### src/rtl/pulse_frequency_classifier.sv
// Measures the period between rising edges of one synchronised pixel sample stream,
// classifies each period against two nominal frequencies and accumulates per-class time.
module pulse_frequency_classifier #(
  parameter int unsigned FREQUENCY0           = 32'd7500,
  parameter int unsigned FREQUENCY1           = 32'd10000,
  parameter int unsigned FREQUENCY0_DEVIATION = 32'd30,
  parameter int unsigned FREQUENCY1_DEVIATION = 32'd30,
  parameter int unsigned CLOCK_FREQUENCY      = 32'd100000000
) (
  input  logic        clock,
  input  logic        reset,
  input  logic        enable,
  input  logic        sample_data,
  output logic [31:0] f0_value,
  output logic [31:0] f1_value,
  output logic [31:0] unknown,
  output logic        period_valid,
  output logic [1:0]  period_class
);

  localparam logic [31:0] T0  = 32'(CLOCK_FREQUENCY / FREQUENCY0);
  localparam logic [31:0] LO0 = 32'((T0 * (32'd100 - FREQUENCY0_DEVIATION)) / 32'd100);
  localparam logic [31:0] HI0 = 32'((T0 * (32'd100 + FREQUENCY0_DEVIATION)) / 32'd100);
  localparam logic [31:0] T1  = 32'(CLOCK_FREQUENCY / FREQUENCY1);
  localparam logic [31:0] LO1 = 32'((T1 * (32'd100 - FREQUENCY1_DEVIATION)) / 32'd100);
  localparam logic [31:0] HI1 = 32'((T1 * (32'd100 + FREQUENCY1_DEVIATION)) / 32'd100);
  localparam logic [31:0] SAT = 32'hFFFF_FFFF;

  typedef enum logic [1:0] {
    CLS_F0  = 2'd0,
    CLS_F1  = 2'd1,
    CLS_UNK = 2'd2
  } class_e;

  function automatic logic [31:0] sat_add(input logic [31:0] a, input logic [31:0] b);
    logic [32:0] sum;
    sum = {1'b0, a} + {1'b0, b};
    if (sum[32]) begin
      sat_add = SAT;
    end else begin
      sat_add = sum[31:0];
    end
  endfunction

  function automatic logic [31:0] abs_diff(input logic [31:0] a, input logic [31:0] b);
    if (a >= b) begin
      abs_diff = a - b;
    end else begin
      abs_diff = b - a;
    end
  endfunction

  logic        s1_q, s1_d, s2_q, s2_d, prev_q, prev_d;
  logic        armed_q, armed_d;
  logic [31:0] cnt_q, cnt_d;
  logic [31:0] p_q, p_d;
  logic        cap_q, cap_d;
  logic [31:0] f0_q, f0_d, f1_q, f1_d, unk_q, unk_d;
  logic        valid_q, valid_d;
  class_e      class_q, class_d;
  logic        rise_s, in0_s, in1_s;
  class_e      cls_s;

  // Classify the captured period; overlapping windows resolve to the nearer nominal, ties to f0.
  always_comb begin
    rise_s = s2_q & ~prev_q;
    in0_s  = (p_q >= LO0) && (p_q <= HI0);
    in1_s  = (p_q >= LO1) && (p_q <= HI1);
    cls_s  = CLS_UNK;
    if (in0_s && in1_s) begin
      if (abs_diff(p_q, T0) <= abs_diff(p_q, T1)) begin
        cls_s = CLS_F0;
      end else begin
        cls_s = CLS_F1;
      end
    end else if (in0_s) begin
      cls_s = CLS_F0;
    end else if (in1_s) begin
      cls_s = CLS_F1;
    end else begin
      cls_s = CLS_UNK;
    end
  end

  // Next-state logic: synchroniser, arming, period counter, capture and accumulation.
  always_comb begin
    s1_d    = sample_data;
    s2_d    = s1_q;
    prev_d  = s2_q;
    armed_d = armed_q;
    cnt_d   = cnt_q;
    p_d     = p_q;
    cap_d   = 1'b0;
    f0_d    = f0_q;
    f1_d    = f1_q;
    unk_d   = unk_q;
    valid_d = 1'b0;
    class_d = class_q;

    if (!enable) begin
      armed_d = 1'b0;
      cnt_d   = 32'd0;
    end else if (rise_s) begin
      armed_d = 1'b1;
      cnt_d   = 32'd1;
      if (armed_q) begin
        p_d   = cnt_q;
        cap_d = 1'b1;
      end else begin
        cap_d = 1'b0;
      end
    end else if (armed_q) begin
      if (cnt_q != SAT) begin
        cnt_d = cnt_q + 32'd1;
      end else begin
        cnt_d = cnt_q;
      end
    end else begin
      cnt_d = cnt_q;
    end

    // A period still in the classification stage is dropped if enable has fallen.
    if (enable && cap_q) begin
      valid_d = 1'b1;
      class_d = cls_s;
      case (cls_s)
        CLS_F0:  f0_d  = sat_add(f0_q, p_q);
        CLS_F1:  f1_d  = sat_add(f1_q, p_q);
        CLS_UNK: unk_d = p_q;
        default: unk_d = p_q;
      endcase
    end else begin
      valid_d = 1'b0;
    end
  end

  // State registers with synchronous reset.
  always_ff @(posedge clock) begin
    if (reset) begin
      s1_q    <= 1'b0;
      s2_q    <= 1'b0;
      prev_q  <= 1'b0;
      armed_q <= 1'b0;
      cnt_q   <= 32'd0;
      p_q     <= 32'd0;
      cap_q   <= 1'b0;
      f0_q    <= 32'd0;
      f1_q    <= 32'd0;
      unk_q   <= 32'd0;
      valid_q <= 1'b0;
      class_q <= CLS_F0;
    end else begin
      s1_q    <= s1_d;
      s2_q    <= s2_d;
      prev_q  <= prev_d;
      armed_q <= armed_d;
      cnt_q   <= cnt_d;
      p_q     <= p_d;
      cap_q   <= cap_d;
      f0_q    <= f0_d;
      f1_q    <= f1_d;
      unk_q   <= unk_d;
      valid_q <= valid_d;
      class_q <= class_d;
    end
  end

  assign f0_value     = f0_q;
  assign f1_value     = f1_q;
  assign unknown      = unk_q;
  assign period_valid = valid_q;
  assign period_class = class_q;

endmodule

### config.mk
export PLATFORM = sky130hd
export DESIGN_NAME = pulse_frequency_classifier
export DESIGN_NICKNAME = d
export VERILOG_FILES = /design/src/rtl/pulse_frequency_classifier.sv
export SDC_FILE = /design/constraint.sdc
export NUM_CORES = 1
export LEC_CHECK = 0
export CAP_MARGIN = 20
export CELL_PAD_IN_SITES_DETAIL_PLACEMENT = 1
export CELL_PAD_IN_SITES_GLOBAL_PLACEMENT = 2
export CORE_MARGIN = 3
export CORE_UTILIZATION = 35
export DETAILED_ROUTE_END_ITERATION = 16
export PLACE_DENSITY_LB_ADDON = 0.1
export SLEW_MARGIN = 10
export SYNTH_ARGS = -nofsm -noshare
export SYNTH_HDL_FRONTEND = slang
export SYNTH_SLANG_ARGS = --single-unit
### constraint.sdc
create_clock -name clock -period 5.69 [get_ports clock]
set_input_delay 1.138 -clock clock [delete_from_list [all_inputs] [get_ports clock]]
set_output_delay 1.138 -clock clock [all_outputs]
set_load 0.02 [all_outputs]
==> results.txt <==
Worst Skew - 0.01183 ns
Hold Path Class - flop to flop
DR WL/cell - 20.33 um
clk buf depth - 2
vias in the first global route - 11.64k
Avg Inst Size Synth - 7.904 um2
vias - 11.47k
Req. time, crit path - 6.02 ns
flops & latches, synth - 168
family with the most delay on the worst path - simple AND/OR/NAND/NOR gates
Worst path slowest cell - or4_4
Min-Delay Endpoint - period_valid$_SDFF_PP0_
global-route wire length before repair - 66,830 um
min-delay src - cap_q$_SDFF_PP0_
Power Dens Cells - 172.3 nW/um2
worst r2r src - p_q[16]$_SDFFE_PP0P_
initial antenna violation count - 1
fill cell count - 4,059
max_slew headroom - 37.78%
post-route insts no fill - 2,081
CP arrival - 5.73 ns
static leakage - 5.604 nW
RSZ-0062 raised after global routing - no
Synth Net Count - 1,628
Num CTS Buffers - 17
GRT overflow - 0
Startpoint Class - flop
row count - 67
CP Cell Sequence - or4_4, or4_4, or2_1, nor2_2, buf_12, nand2_1, o21ai_0, xnor2_1, ha_1, a21o_1, a21o_1, a221oi_1, o22ai_1, a21oi_1, nor2_1, a311oi_4, buf_12, and4_1, nor3_1
Die Height - 191.0 um
crit path max fanout - 27
cells on worst reg2reg path - 19
Tcrit/Tclk final - 94.84%
post-DP HPWL - 31,540 um
commonest cells after routing, fill and taps aside - nor2_1 (199), dfxtp_1 (168), nand2_1 (144), a21oi_1 (129), ha_1 (107)
Buf/Inv on CP - 2
CTS tree - built
DP Cell Count - 2,050
Max-Cap Viols - 0
largest area contributor in the synthesized netlist - dfxtp_1
Worst Max-Slew Pin Slew - 0.9277 ns
Top FF cell, synth - dfxtp_1
CP Launch Point - p_q[16]$_SDFFE_PP0P_
via/cell ratio - 5.510
nets - 1,734
endpoints failing hold - 0
CTS root buffer - clkbuf_16
WL final - 42,310 um
die footprint - 36,470 um2
DRT iter0 DRCs - 503
post-synth cell types - 75
Ports - 103
Synth-to-Final Area Change - 20.22%
worst reg2reg setup slack - 0.29 ns
post-route setup TNS - 0 ns
mapped cell area - 11,970 um2
layout cell share with drive strength beyond 1 - 7.777%
Post-Synthesis Cells - 1,515
RR Endpoint - f0_value[31]$_SDFFE_PP0P_
Reg area - 3363 um2
Slew Limit Fails - 0
Fin Hold WS - 0.4359 ns
Post-synth ARST share - 0%
RD Place Congestion - 0.8862
Synth warnings - 0
cts-stage hold buffer count - 0
Setup Viol. Count Final - 0
IO buf count - 102
Max VDD drop - 0.0002145 V
Tmin final - 5.396 ns
commonest non-fill, non-tap cell in the layout - nor2_1
Tot Pwr - 2.480 mW
FMAX - 185.3 MHz
top post-synthesis cells by area - dfxtp_1 (28%), ha_1 (11%), nor2_1 (6.3%), xnor2_1 (5.5%), a21oi_1 (5.4%)
DRC Markers - 0
Initial Util - 35.62%
largest net degree at the start of global routing - 72
number of H-tree levels - 4
Worst-Skew Late Latency - 0.46 ns
kind of critical path - flop to flop
EDFF count, synth - 0
max incr delay on CP - 0.57 ns
Die X - 191.0 um
postcts setup bufs - 0
clk sinks - 168
status - completed
Initial DRT Pass Iterations - 4
area of the multi-input gates - 8165 um2
kind of end point of the critical path - flop
post-synthesis sequential area ratio - 28.09%
Worst Hold Depth - 2
core area - 33,620 um2
area share of the largest cell type after synthesis - 28.09%
diode count - 0
GRT Resource Usage Total - 23.43%
antenna-violating nets left - 0
clock-pin slew on the worst setup and hold paths - 0.07 ns
[synth_stat cells, types with 18 or more instances]
cell type  count
nand3_1       38
clkbuf_1      58
nor2_1       200
a21o_1        27
nand2_1      144
inv_1         38
dfxtp_1      168
nor3_1        27
xor2_1        61
a211oi_1      67
a21oi_1      129
ha_1         107
mux2i_1       39
o21ai_0       72
xnor2_1       75
nand4_1       18
[state kept, by name, summed over array words and instances (netlist names)]
| signal | flops |
|---|---|
| period_class | 2 |
| p_q | 32 |
| prev_d | 1 |
| prev_q | 1 |
| s1_q | 1 |
| period_valid | 1 |
| f0_value | 32 |
| unknown | 32 |
| armed_q | 1 |
| cap_q | 1 |
| cnt_q | 32 |
| f1_value | 32 |
[layout make-up]
type,count,share of cell area (%)
Multi-Input combinational cell,1232,56.72
Sequential cell,168,23.36
Timing Repair Buffer,164,10.71
Tap cell,448,3.894
Clock buffer,18,3.051
Clock inverter,13,1.269
Inverter,38,0.9909
[where the power goes]
group          total [mW]  internal [mW]  leakage, nW  switching (mW)
clock network        1.27          0.715        0.306           0.560
logic              0.0283        0.00497         3.95          0.0234
registers            1.18           1.18         1.35        0.000824
total                2.48           1.90         5.60           0.584
[worst register-to-register path: cells and delay by family, from the launching register on]
| family | cells | cell delay, ns |
|---|---|---|
| AO/OA/AOI/OAI | 7 | 1.83 |
| XOR/XNOR | 1 | 0.16 |
| adder cells (fa/ha/maj) | 1 | 0.27 |
| buffers and inverters | 2 | 0.40 |
| flip-flops | 1 | 0.31 |
| AND/OR/NAND/NOR | 8 | 2.30 |
[cell families (layout without fill, tap and decap cells)]
logic type | count (synthesis) | in the layout | share of synthesized area (%)
flip-flops | 168 | 168 | 28.09
XOR/XNOR | 136 | 136 | 9.948
AO/OA/AOI/OAI | 396 | 396 | 21.48
AND/OR/NAND/NOR | 551 | 551 | 21.71
multiplexers | 40 | 40 | 3.354
buffers and inverters | 115 | 233 | 3.898
adder cells (fa/ha/maj) | 109 | 109 | 11.52
[through the flow]
step                      utilization [%]  worst slack, ns  instance area, um2
after floorplan                         -           0.7337               11970
after detailed placement            40.97           0.2811               13770
after CTS                           42.82           0.2463               14400
after global placement              40.93           0.3496               13760
after global routing                42.82          0.01780               14400
final                               42.82           0.2935               14400
[layer usage]
layer | vias to the layer above | GRT usage [%] | wire length [um]
met4 | 2 | 7.705 | 1182
li1 | 5653 | - | -
met5 | - | 0 | 9
met2 | 195 | 38.49 | 19490
met1 | 5552 | 31.14 | 20070
met3 | 64 | 4.181 | 1560
[timing repair]
action | CTS | global route
hold endpoints to repair | 0 | 0
gates resized for setup | 0 | 1
setup endpoints to repair | 0 | 15
[worst max path at each step]
stage                                      endpoint  slack [ns]  depth (start not counted)
after floorplan           f1_value[30]$_SDFFE_PP0P_        0.73                         19
after global placement    f0_value[29]$_SDFFE_PP0P_        0.35                         19
after detailed placement  f0_value[31]$_SDFFE_PP0P_        0.28                         19
after CTS                 f0_value[31]$_SDFFE_PP0P_        0.25                         19
after global routing       f1_value[0]$_SDFFE_PP0P_        0.02                         22
final                     f0_value[31]$_SDFFE_PP0P_        0.29                         19
Note: power is estimated with default switching activity, not from simulation.
